`config.mk`:
```
export PLATFORM = sky130hd
export DESIGN_NAME = eh2_lsu_dccm_rd_ctl
export DESIGN_NICKNAME = d
export VERILOG_FILES = /design/src/rtl/eh2_dccm_pkg.sv /design/src/rtl/eh2_dccm_rsp_fifo.sv /design/src/rtl/eh2_lsu_dccm_rd_ctl.sv
export SDC_FILE = /design/constraint.sdc
export NUM_CORES = 1
export LEC_CHECK = 0
export CORE_MARGIN = 2
export CORE_UTILIZATION = 51
export DETAILED_ROUTE_END_ITERATION = 10
export PLACE_DENSITY = 0.81
export SYNTH_ARGS = -nofsm -noshare
export SYNTH_HDL_FRONTEND = slang
export SYNTH_SLANG_ARGS = --single-unit
```
`constraint.sdc`:
```
create_clock -name clk -period 2.7 [get_ports clk]
set_input_delay 0.54 -clock clk [delete_from_list [all_inputs] [get_ports clk]]
set_output_delay 0.54 -clock clk [all_outputs]
set_load 0.005 [all_outputs]
```
`src/rtl/eh2_dccm_pkg.sv`:
```
// Shared widths, response entry type and pointer helper for the DCCM read controller.
package eh2_dccm_pkg;

  localparam int unsigned RSP_FIFO_DEPTH = 3;
  localparam int unsigned RSP_CNT_W      = 2;
  localparam int unsigned RSP_TAG_W      = 4;
  localparam int unsigned RSP_DATA_W     = 32;
  localparam int unsigned OCC_W          = 3;

  function automatic int unsigned bank_w(input int unsigned num_banks);
    return $clog2(num_banks);
  endfunction

  function automatic int unsigned idx_w(input int unsigned index_depth);
    return $clog2(index_depth);
  endfunction

  typedef struct packed {
    logic [RSP_DATA_W-1:0] data;
    logic [RSP_TAG_W-1:0]  tag;
    logic                  err;
  } rsp_entry_t;

  // Pointers count 0,1,2,0,... so a 3-entry ring needs no power-of-two depth.
  function automatic logic [RSP_CNT_W-1:0] ptr_inc(input logic [RSP_CNT_W-1:0] ptr);
    return (ptr == RSP_CNT_W'(RSP_FIFO_DEPTH - 1)) ? '0 : ptr + RSP_CNT_W'(1);
  endfunction

endpackage

```
`src/rtl/eh2_dccm_rsp_fifo.sv`:
```
// Three-entry response FIFO; head entry and occupancy come straight from registers.
module eh2_dccm_rsp_fifo
  import eh2_dccm_pkg::*;
(
  input  logic                 clk,
  input  logic                 rst_l,
  input  logic                 push_i,
  input  rsp_entry_t           push_entry_i,
  input  logic                 pop_i,
  output rsp_entry_t           head_o,
  output logic [RSP_CNT_W-1:0] count_o
);

  rsp_entry_t           mem_q [RSP_FIFO_DEPTH];
  logic [RSP_CNT_W-1:0] wr_ptr_q;
  logic [RSP_CNT_W-1:0] rd_ptr_q;
  logic [RSP_CNT_W-1:0] count_q;
  logic [RSP_CNT_W-1:0] count_d;

  // Simultaneous push and pop leaves the occupancy unchanged.
  always_comb begin
    count_d = count_q;
    case ({push_i, pop_i})
      2'b10:   count_d = count_q + RSP_CNT_W'(1);
      2'b01:   count_d = count_q - RSP_CNT_W'(1);
      default: count_d = count_q;
    endcase
  end

  always_ff @(posedge clk or negedge rst_l) begin
    if (!rst_l) begin
      for (int unsigned i = 0; i < RSP_FIFO_DEPTH; i++) begin
        mem_q[i] <= '0;
      end
      wr_ptr_q <= '0;
      rd_ptr_q <= '0;
      count_q  <= '0;
    end else begin
      if (push_i) begin
        mem_q[wr_ptr_q] <= push_entry_i;
        wr_ptr_q        <= ptr_inc(wr_ptr_q);
      end
      if (pop_i) begin
        rd_ptr_q <= ptr_inc(rd_ptr_q);
      end
      count_q <= count_d;
    end
  end

  assign head_o  = mem_q[rd_ptr_q];
  assign count_o = count_q;

endmodule

```
`src/rtl/eh2_lsu_dccm_rd_ctl.sv`:
```
// DCCM read controller: banked read strobe, next-cycle capture, in-order 3-deep response queue.
// Optional DCCM_RD_PARITY_EN adds an even-parity bit per RAM word and reports it on rsp_err.
module eh2_lsu_dccm_rd_ctl
  import eh2_dccm_pkg::*;
#(
  parameter  int unsigned DCCM_INDEX_DEPTH = 8192,
  parameter  int unsigned DCCM_NUM_BANKS   = 2,
  parameter  int unsigned DATA_WIDTH       = RSP_DATA_W,
  localparam int unsigned BANK_W           = bank_w(DCCM_NUM_BANKS),
  localparam int unsigned IDX_W            = idx_w(DCCM_INDEX_DEPTH),
`ifdef DCCM_RD_PARITY_EN
  localparam int unsigned RAM_W            = DATA_WIDTH + 1
`else
  localparam int unsigned RAM_W            = DATA_WIDTH
`endif
)(
  input  logic                              clk,
  input  logic                              rst_l,
  input  logic                              req_valid,
  output logic                              req_ready,
  input  logic [BANK_W+IDX_W-1:0]           req_addr,
  input  logic [RSP_TAG_W-1:0]              req_tag,
  output logic [DCCM_NUM_BANKS-1:0]         ram_rd_en,
  output logic [IDX_W-1:0]                  ram_rd_addr,
  input  logic [DCCM_NUM_BANKS*RAM_W-1:0]   ram_rd_data,
  output logic                              rsp_valid,
  input  logic                              rsp_ready,
  output logic [DATA_WIDTH-1:0]             rsp_data,
  output logic [RSP_TAG_W-1:0]              rsp_tag,
  output logic                              rsp_err
);

  logic [BANK_W-1:0]    req_bank;
  logic                 accept;
  logic                 pop;
  logic                 inflight_q;
  logic [BANK_W-1:0]    bank_q;
  logic [RSP_TAG_W-1:0] tag_q;
  logic                 req_ready_q;
  logic                 req_ready_d;
  logic [OCC_W-1:0]     occ_nxt;
  logic [RAM_W-1:0]     cap_word;
  rsp_entry_t           cap_entry;
  rsp_entry_t           head;
  logic [RSP_CNT_W-1:0] fifo_count;

  assign req_bank    = req_addr[BANK_W-1:0];
  assign ram_rd_addr = req_addr[BANK_W +: IDX_W];
  assign accept      = req_valid & req_ready_q;
  assign req_ready   = req_ready_q;

  always_comb begin
    ram_rd_en = '0;
    if (accept) begin
      ram_rd_en[req_bank] = 1'b1;
    end
  end

  // Select the bank strobed last cycle and build the queued response.
  always_comb begin
    cap_word = '0;
    for (int unsigned b = 0; b < DCCM_NUM_BANKS; b++) begin
      if (bank_q == BANK_W'(b)) begin
        cap_word = ram_rd_data[b*RAM_W +: RAM_W];
      end
    end
  end

  always_comb begin
    cap_entry      = '0;
    cap_entry.data = RSP_DATA_W'(cap_word[DATA_WIDTH-1:0]);
    cap_entry.tag  = tag_q;
`ifdef DCCM_RD_PARITY_EN
    cap_entry.err  = ^cap_word;
`else
    cap_entry.err  = 1'b0;
`endif
  end

  assign rsp_valid = (fifo_count != '0);
  assign pop       = rsp_valid & rsp_ready;

  // Ready is registered from next-cycle occupancy so rsp_ready never reaches it combinationally.
  always_comb begin
    occ_nxt     = OCC_W'(fifo_count) + OCC_W'(inflight_q) - OCC_W'(pop) + OCC_W'(accept);
    req_ready_d = (occ_nxt < OCC_W'(RSP_FIFO_DEPTH));
  end

  always_ff @(posedge clk or negedge rst_l) begin
    if (!rst_l) begin
      inflight_q  <= 1'b0;
      bank_q      <= '0;
      tag_q       <= '0;
      req_ready_q <= 1'b0;
    end else begin
      inflight_q  <= accept;
      req_ready_q <= req_ready_d;
      if (accept) begin
        bank_q <= req_bank;
        tag_q  <= req_tag;
      end
    end
  end

  eh2_dccm_rsp_fifo u_rsp_fifo (
    .clk          (clk),
    .rst_l        (rst_l),
    .push_i       (inflight_q),
    .push_entry_i (cap_entry),
    .pop_i        (pop),
    .head_o       (head),
    .count_o      (fifo_count)
  );

  assign rsp_data = DATA_WIDTH'(head.data);
  assign rsp_tag  = head.tag;
  assign rsp_err  = head.err;

endmodule

```
# ---- Word level (Yosys, flattened, before mapping)
# Cells that the tools add are included.
dict set report word_totals {
  ff_bits 124
  input_bits 86
  out_inout_bits 54
  word_cells 54
}
dict set report op_classes {
  add_sub_neg 7
  order_cmp 6
  eq_ne 4
  n_mux 13
  bitwise_logic 4
  n_reduce_logical 4
}
# operator n
set ops {}
lappend ops {{bitwise mux 111 bit} 1}
lappend ops {{two-way mux 37 bit} 3}
lappend ops {{binary-select mux 37 bit (select 2 bit)} 1}
lappend ops {{demux 37 bit (select 2 bit)} 1}
lappend ops {{two-way mux 32 bit} 1}
lappend ops {{adder 2 x 1 -> 2 bit (second input constant)} 3}
lappend ops {{== test 2 bit (second input constant)} 3}
lappend ops {{greater-or-equal comparator 3 bit (second input constant)} 2}
lappend ops {{two-way mux 2 bit} 3}
lappend ops {{inverter 2 -> 3 bit} 2}
lappend ops {{one-hot mux 2 bit (2 select lines)} 1}
lappend ops {{nonzero test 2 bit} 2}
lappend ops {{adder 2 x 1 -> 3 bit} 1}
lappend ops {{adder 3 x 1 -> 3 bit} 1}
lappend ops {{less-than comparator 3 x 1 -> 1 bit (second input constant)} 1}
lappend ops {{less-than comparator 3 x 2 -> 1 bit (second input constant)} 1}
lappend ops {{subtractor 3 x 1 -> 3 bit} 1}
lappend ops {{bitwise AND 1 bit} 2}
lappend ops {{== test 2 x 1 -> 1 bit (second input constant)} 1}
lappend ops {{logical AND 1 bit} 2}
lappend ops {{less-than comparator 1 x 2 -> 1 bit (second input constant)} 1}
lappend ops {{subtractor 2 x 1 -> 2 bit (second input constant)} 1}
lappend ops {{demux 1 bit (select 1 bit)} 1}
lappend ops {{greater-or-equal comparator 1 bit (second input constant)} 1}
lappend ops {{two-way mux 1 bit} 1}

# ---- Longest topological paths before layout
# Gate-level depths: netlist of the first run.
dict set report depth {
  word_depth 6
  depth_mapped 7
  ltp_nobuf 7
}

# ---- Hierarchy
# From an unflattened synthesis of the first run, not the netlist that was laid out.
dict set report hier_totals {
  hier_cells 459
  hier_area_um2 6264.8
}
# module n_inst cells_per_inst area_each_um2 seq_area_each_um2
set modules_own_cells {}
lappend modules_own_cells {eh2_dccm_rsp_fifo 1 380 5273.8 2927.8}
lappend modules_own_cells {eh2_lsu_dccm_rd_ctl 1 79 991.0 175.2}

# ---- Least setup slack after synthesis of the first run
# No wires, ideal clock.
dict set report synth_timing {
  path_kind {register to register}
  start {register u_rsp_fifo.count_q[1], in the netlist u_rsp_fifo.count_o[1]}
  end {register req_ready_q, in the netlist req_ready}
  setup_ns 0.118
  arrival_ns 2.092
  t_required_ns 2.582
  slack_ns 0.489
  stages_incl_launch_ff 8
  path_buffers 0
  synth_period_minus_slack_ns 2.211
  cell_sequence {dfrtp_1 > o21ai_0 > inv_1 > ha_1 > fa_1 > fa_1 > nor2_1 > nor2_1}
}
dict set report synth_via {
  elab_chain_cells 5
  elab_cells_between_ends 6
  cone_classes {add/sub: 3; order compare: 1; bitwise: 1; reduce/logical: 1}
}
# item line
set synth_rtl {}
lappend synth_rtl {{start: declaration} eh2_dccm_rsp_fifo.sv:17} ;# logic [RSP_CNT_W-1:0] count_q;
lappend synth_rtl {{start signal: assignment} eh2_dccm_rsp_fifo.sv:46} ;# count_q <= count_d;
lappend synth_rtl {{nonzero test 2 bit} eh2_lsu_dccm_rd_ctl.sv:80} ;# assign rsp_valid = (fifo_count != '0);
lappend synth_rtl {{bitwise AND 1 bit} eh2_lsu_dccm_rd_ctl.sv:81} ;# assign pop = rsp_valid & rsp_ready;
lappend synth_rtl {{net pop} eh2_lsu_dccm_rd_ctl.sv:35} ;# logic pop;
lappend synth_rtl {{subtractor 3 x 1 -> 3 bit} eh2_lsu_dccm_rd_ctl.sv:85} ;# occ_nxt = OCC_W'(fifo_count) + OCC_W'(inflight_q) - OCC_W'(pop) + OCC_W'(accept);
lappend synth_rtl {{adder 3 x 1 -> 3 bit} eh2_lsu_dccm_rd_ctl.sv:85}
lappend synth_rtl {{less-than comparator 3 x 2 -> 1 bit} eh2_lsu_dccm_rd_ctl.sv:86} ;# req_ready_d = (occ_nxt < OCC_W'(RSP_FIFO_DEPTH));
lappend synth_rtl {{net req_ready_d} eh2_lsu_dccm_rd_ctl.sv:40} ;# logic req_ready_d;
lappend synth_rtl {{end signal: assignment} eh2_lsu_dccm_rd_ctl.sv:97} ;# req_ready_q <= req_ready_d;
lappend synth_rtl {{end: declaration} eh2_lsu_dccm_rd_ctl.sv:39} ;# logic req_ready_q;
# The timed path passes the listed nets, and every way through them passes these cells.
# A chain may end at the register's enable or synchronous reset.

# ---- Worst setup path after layout of the first run
dict set report layout_timing {
  start {register u_rsp_fifo.rd_ptr_q[1]}
  end {output rsp_data[17]}
}
dict set report layout_via {
  elab_chain_cells 4
}
# item line
set layout_rtl {}
lappend layout_rtl {{start: declaration} eh2_dccm_rsp_fifo.sv:16} ;# logic [RSP_CNT_W-1:0] rd_ptr_q;
lappend layout_rtl {{start signal: assignment} eh2_dccm_rsp_fifo.sv:44} ;# rd_ptr_q <= ptr_inc(rd_ptr_q);
lappend layout_rtl {{inverter 2 -> 3 bit (not written as such)} eh2_dccm_rsp_fifo.sv:50} ;# assign head_o = mem_q[rd_ptr_q];
lappend layout_rtl {{binary-select mux 37 bit (select 2 bit)} eh2_dccm_rsp_fifo.sv:50}
lappend layout_rtl {{two-way mux 37 bit (not written as such) (2 in series)} eh2_dccm_rsp_fifo.sv:50}
lappend layout_rtl {{end: declaration} eh2_lsu_dccm_rd_ctl.sv:28} ;# output logic [DATA_WIDTH-1:0] rsp_data,
# No other way between the ends. The select of a mux whose other input is x is not followed.

==> flow_summary.toml, run 1 <==
[power]
power_mw = 10.5
pwr_density_cell_nw_per_um2 = 1300
leakage_nw = 3.52
internal-power_mw = 7.35
peakVddDrop_mv = 0.771
switching_share_pct = 29.8
p_sw_mw = 3.11
p_clk_share_pct = 24.4
power_frac_seq_pct = 32.2
power_frac_comb_pct = 43.4

[outcome]
status = "finished, final reports clean"

[clock_tree]
numCtsBuffers = 17
clk_path_buf_depth = 2
cts_root_buffer = "clkbuf_16"
clkTransAtPathRegs_ns = 0.06
cts_sinks = 121
htreeDepth = 4
cts_tree = "done"
worstSkewPairLatency_ns = 0.41

[synth]
syn_inst = 412
syn_nets = 502
ys_ff_latch = 121
synth_common_cells = "121 x dfrtp_1, 89 x mux2_4, 55 x mux2_2"
synth_ff_type = "dfrtp_1"
yosysMostFrequentCell = "dfrtp_1"
synthArstFlopShare_pct = 100
synth.distinct_cells = 26
netlist_top_cells_area = "dfrtp_1 49%, mux2_4 21%, mux2_2 9.9%"
synth_area_sq_um = 6240
synth_edf_count = 0
yosysSeqAreaShare_pct = 48.5
synth_top_area_share_pct = 48.5
synth_warnings = 0
synth_area_per_cell_sq_um = 15.2
synth_area_leader_cell = "dfrtp_1"

[grt]
global_route.usage.total_pct = 21.1
grt-ovfl-total = 0
grt_pass1_wl_um = 21100
antenna_found_initial = 0
grt_start_max_net_pins = 49
grt_pass1_vias = 4106

[floorplan]
die_x_um = 115
rows = 40
io_pins = 140
initial_utilization_pct = 52.2
die_y_um = 115
core_sq_um = 12000
dieArea_sq_um = 13100

[worst_setup_path]
crit_arrival_ns = 2.11
worst_setup_path_start_kind = "flip-flop"
crit_chain = "nor2b_4 -> buf_12 -> o2bb2ai_1 -> clkdlybuf4s50_1"
worst-endpoint-required_ns = 2.16
max_stage_delay_ns = 0.55
critPathMaxFanout = 22
critPathKind = "flip-flop to primary output"
worstSetupEndpointType = "primary output"
critPathSlowestCell = "clkdlybuf4s50_1"

[sta]
rsz0062_at_grt = "no"
setup_viol = 0
slew_headroom_pct = 58.7
worst_pin_slew_ns = 0.619
fin_crit_ns = 2.65
finalCritPeriodShare_pct = 98.0
hold_ws_ns = 0.144
fmax_mhz = 378
fin_skew_ns = 0.00603
finalMaxSlewViolations = 0
setup_tns_ns = 0
hold_viol_final = 0

[route]
antenna_left = 0
vias = 3757
wl_per_cell_um = 19.5
firstDrtPassIters = 4
via_per_inst = 5.55
wirelength_um = 13200
first_iter_violations = 155
route.detailed.drc = 0

[final_layout]
diodes = 0
drive_gt1_share_pct = 37.5
fillCellCount = 840
fin_nets = 607
finalInstanceArea_sq_um = 8080
multi_input_area_sq_um = 2860
final_core_util_pct = 67.5
regArea_sq_um = 3030
syn2layout_area_growth_pct = 29.4

[place]
dpl_cell_area_sq_um = 7400
hpwlAfterDp_um = 8570
place_congestion = 0.763
io_buffer_count = 112

[flow_run]
max_cap_viol_count = 0

[worst_hold_path]
hold_path_class = "input pin to asynchronous set/reset pin"
-- metal layers --
metal	vias up	GRT usage [%]	routed length, um
met3	18	5.35	676
li1	1691	-	-
met1	1938	27.9	5920
met4	0	7.32	189
met5	-	0	0
met2	110	33.9	6430
-- registers in the layout (all words and copies together), names as in the netlist --
| register | cells |
|---|---|
| u_rsp_fifo.wr_ptr_q | 2 |
| tag_q | 4 |
| req_ready | 1 |
| bank_q | 1 |
| u_rsp_fifo.mem_q | 108 |
| u_rsp_fifo.count_o | 2 |
| u_rsp_fifo.rd_ptr_q | 2 |
| inflight_q | 1 |
-- metrics by stage --
step | setup WS (ns) | std cells
after detailed placement | 0.0376 | 645
final | 0.0527 | 677
after floorplan | 0.489 | 412
after CTS | 0.0489 | 677
after global routing | 0.00643 | 677
after global placement | 0.145 | 645
-- power groups by stage --
stage	logic, mW	clock network (mW)	registers (mW)
2_1_floorplan	3.03	0	3.13
3_3_place_gp	4.42	0	3.30
3_5_place_dp	4.55	0	3.36
4_1_cts	4.59	2.59	3.36
5_1_grt	4.86	2.67	3.49
6_report	4.54	2.55	3.37
-- worst max-delay path, delay by kind of cell (launching register included) --
kind / cells / cell delay, ns
compound gates: 1 / 0.17
simple gates: 1 / 0.30
flops: 1 / 0.44
buf+inv: 2 / 0.77
-- repair_timing --
item,4_1_cts,5_1_grt
gates resized for setup,0,1
setup endpoints to repair,0,2
setup buffers,0,0
hold buffers,0,0
-- cell type report --
class	instances	area share, %
Timing Repair Buffer	128	16.2
Clock inverter	10	2.32
Clock buffer	22	6.00
Inverter	6	0.279
Tap cell	147	2.28
Sequential cell	121	37.5
Multi-Input combinational cell	243	35.4
-- path summary, 6_finish.rpt --
kind / from / slack (ns) / end / depth (start not counted)
worst max register to register: u_rsp_fifo.count_o[1]$_DFFE_PN0N_ / 0.32 / req_ready$_DFF_PN0_ / 7
worst min register to register: u_rsp_fifo.mem_q[89]$_DFFE_PN0P_ / 0.49 / u_rsp_fifo.mem_q[89]$_DFFE_PN0P_ / 1
max in group asynchronous: rst_l / 1.78 / u_rsp_fifo.mem_q[26]$_DFFE_PN0P_ / 2
worst min-delay path: rst_l / 0.14 / u_rsp_fifo.mem_q[97]$_DFFE_PN0P_ / 1
min in group clk: u_rsp_fifo.mem_q[89]$_DFFE_PN0P_ / 0.49 / u_rsp_fifo.mem_q[89]$_DFFE_PN0P_ / 1
worst max-delay path: u_rsp_fifo.rd_ptr_q[1]$_DFFE_PN0P_ / 0.05 / rsp_data[17] / 4
-- kinds of logic (layout without fill, tap and decap cells) --
kind of cell    Yosys count  count (layout)  synth area share (%)
fa+ha+maj                 4               4                  1.04
other cells               1               1                0.0601
flops                   121             121                  48.5
simple gates             12              12                  1.02
xor+xnor                  3               3                 0.421
buf+inv                  48             166                  5.91
compound gates           41              41                  5.57
mux                     182             182                  37.5
-- cells in the final DEF (no fill, tap or decap), types with 2 or more instances in the layout --
master and count:
clkbuf_16 17, o2bb2ai_1 36, mux2_4 89, dfrtp_1 118, clkdlybuf4s50_1 111, buf_12 5
mux2_1 2, clkinvlp_4 2, dfrtp_2 3, nand2_1 3, mux2i_1 36, buf_4 11
fa_1 2, mux2_2 55, and3b_2 2, nor2_1 4, inv_1 6, clkbuf_8 4
a21o_1 3, bufinv_16 5, ha_1 2, o21ai_0 2, xnor2_1 2
Note: power is estimated with default switching activity, not from simulation.
==> run 2: changes to the inputs <==
--- a/config.mk
+++ b/config.mk
@@ -5,7 +5,7 @@
 export SDC_FILE = /design/constraint.sdc
 export NUM_CORES = 1
 export LEC_CHECK = 0
-export CORE_MARGIN = 2
+export CORE_MARGIN = 3
 export CORE_UTILIZATION = 51
 export DETAILED_ROUTE_END_ITERATION = 10
 export PLACE_DENSITY = 0.81
==> run 2 against run 1 <==
Net effect: sequential power down 1%; routed wire length fell by 0.67%; via count increased by 0.93%; highest routed layer unchanged; sequential share of layout area grew 0.57 points; total power down 4.2%; critical path type unchanged; non-clock buffer count grew 3.
==> flow_summary.toml, run 2 (same netlist as run 1, synthesis figures left out) <==
[clock_tree]
clk_path_buf_depth = 2
htreeDepth = 4
clkTransAtPathRegs_ns = 0.06
cts_root_buffer = "clkbuf_16"
cts_resized = 0
cts_sinks = 121
numCtsBuffers = 17
cts_tree = "done"
cts_hold_buf = 0
worstSkewPairLatency_ns = 0.40
cts_setup_buffers = 0

[route]
firstDrtPassIters = 4
wl_per_cell_um = 19.4
antenna_left = 0
route.detailed.drc = 0
wirelength_um = 13100
via_per_inst = 5.62
first_iter_violations = 210
vias = 3792

[final_layout]
most-common-layout-cells = "118 x dfrtp_1, 111 x clkdlybuf4s50_1, 89 x mux2_4"
reg_top3 = "u_rsp_fifo.mem_q x108, tag_q x4"
fin_nets = 610
fillCellCount = 820
regArea_sq_um = 3030
drive_gt1_share_pct = 38.0
largest-register = "u_rsp_fifo.mem_q"
syn2layout_area_growth_pct = 27.4
diodes = 0
multi_input_area_sq_um = 2860
final_common_cell = "dfrtp_1"
largest_reg_flops = 108

[sta]
final.setup.worst_slack_ns = 0.171
hold_ws_ns = 0.0330
worst_pin_slew_ns = 0.604
setup_viol = 0
finalMaxSlewViolations = 0
fin_crit_ns = 2.53
fin_skew_ns = 0.00737
fmax_mhz = 395
slew_headroom_pct = 59.7
rsz0062_at_grt = "no"
finalCritPeriodShare_pct = 93.7
hold_viol_final = 0
setup_tns_ns = 0

[floorplan]
die_x_um = 117
dieArea_sq_um = 13600
rows = 39
initial_utilization_pct = 53.3
io_pins = 140
die_y_um = 117
core_sq_um = 11700

[worst_setup_path]
worst_setup_path_start_kind = "flip-flop"
crit_arrival_ns = 1.99
critPathMaxFanout = 19
worstSetupEndpointType = "primary output"
critPathKind = "flip-flop to primary output"
rrSetupSlack_ns = 0.41
worst-endpoint-required_ns = 2.16
ff2ff_path_depth = 7

[grt]
grt_pass1_wl_um = 21000
antenna_found_initial = 0
global_route.usage.total_pct = 20.0
grt_pass1_vias = 4073
grt-ovfl-total = 0
grt_start_max_net_pins = 61

[power]
leakage_nw = 3.48
peakVddDrop_mv = 0.653
power_mw = 10.0
pwr_density_cell_nw_per_um2 = 1260

[flow_run]
max_cap_viol_count = 0

[place]
hpwlAfterDp_um = 8780
place_ws_ns = 0.0495
place_congestion = 0.754
io_buffer_count = 112

[outcome]
status = "finished, final reports clean"

[worst_hold_path]
hold_path_class = "input pin to asynchronous set/reset pin"
-- run 2: cell count changes in the layout (fill, tap and decap cells not counted) --
cell / delta
inv_6: +2
bufinv_16: -4
clkinv_2: +3
buf_12: -1
clkbuf_8: -4
clkinvlp_4: +1
clkinv_4: +2
buf_6: -1
clkbuf_1: -1
buf_4: +5
-- run 2: through the flow --
step / instance area [sq um] / std cells / utilization [%]
global route: 7960 / 675 / 67.9
global placement: 7400 / 644 / 63.2
detailed placement: 7400 / 644 / 63.2
finish: 7960 / 675 / 67.9
floorplan: 6240 / 412 / -
CTS: 7960 / 675 / 67.9
-- run 2: layer usage --
layer  share of wire [%]  GRT usage, %  wire, um
met2                  49          33.0      6440
met3                 5.5          4.46       717
met5                   0             0         0
met4                0.92          5.89       121
met1                  45          26.8      5840
-- run 2: critical path, cell delays in order, from the launching register on --
cell and delay [ns]:
dfrtp_2 0.45, buf_12 0.18, mux2i_1 0.14, o2bb2ai_1 0.25, clkdlybuf4s50_1 0.56
-- run 2: worst paths after layout --
kind | startpoint | to
setup / recovery | u_rsp_fifo.rd_ptr_q[1]$_DFFE_PN0P_ | rsp_data[20]
hold / removal | rst_l | u_rsp_fifo.mem_q[18]$_DFFE_PN0P_
setup reg to reg | u_rsp_fifo.count_o[1]$_DFFE_PN0N_ | req_ready$_DFF_PN0_
hold reg to reg | u_rsp_fifo.mem_q[89]$_DFFE_PN0P_ | u_rsp_fifo.mem_q[89]$_DFFE_PN0P_
max in group asynchronous | rst_l | u_rsp_fifo.mem_q[34]$_DFFE_PN0P_
min in group clk | u_rsp_fifo.mem_q[89]$_DFFE_PN0P_ | u_rsp_fifo.mem_q[89]$_DFFE_PN0P_
-- run 2: area by class of cell --
type,count,area share (%)
Clock inverter,14,1.57
Timing Repair Buffer,131,16.5
Sequential cell,121,38.1
Tap cell,143,2.25
Multi-Input combinational cell,243,36.0
Inverter,6,0.283
Clock buffer,17,5.35
-- run 2: power breakdown --
group          switching (mW)  internal (mW)  leakage [nW]
clock                   0.827           1.26         0.266
sequential              0.575           2.75          1.46
combinational            1.73           2.88          1.75
total                    3.13           6.89          3.48
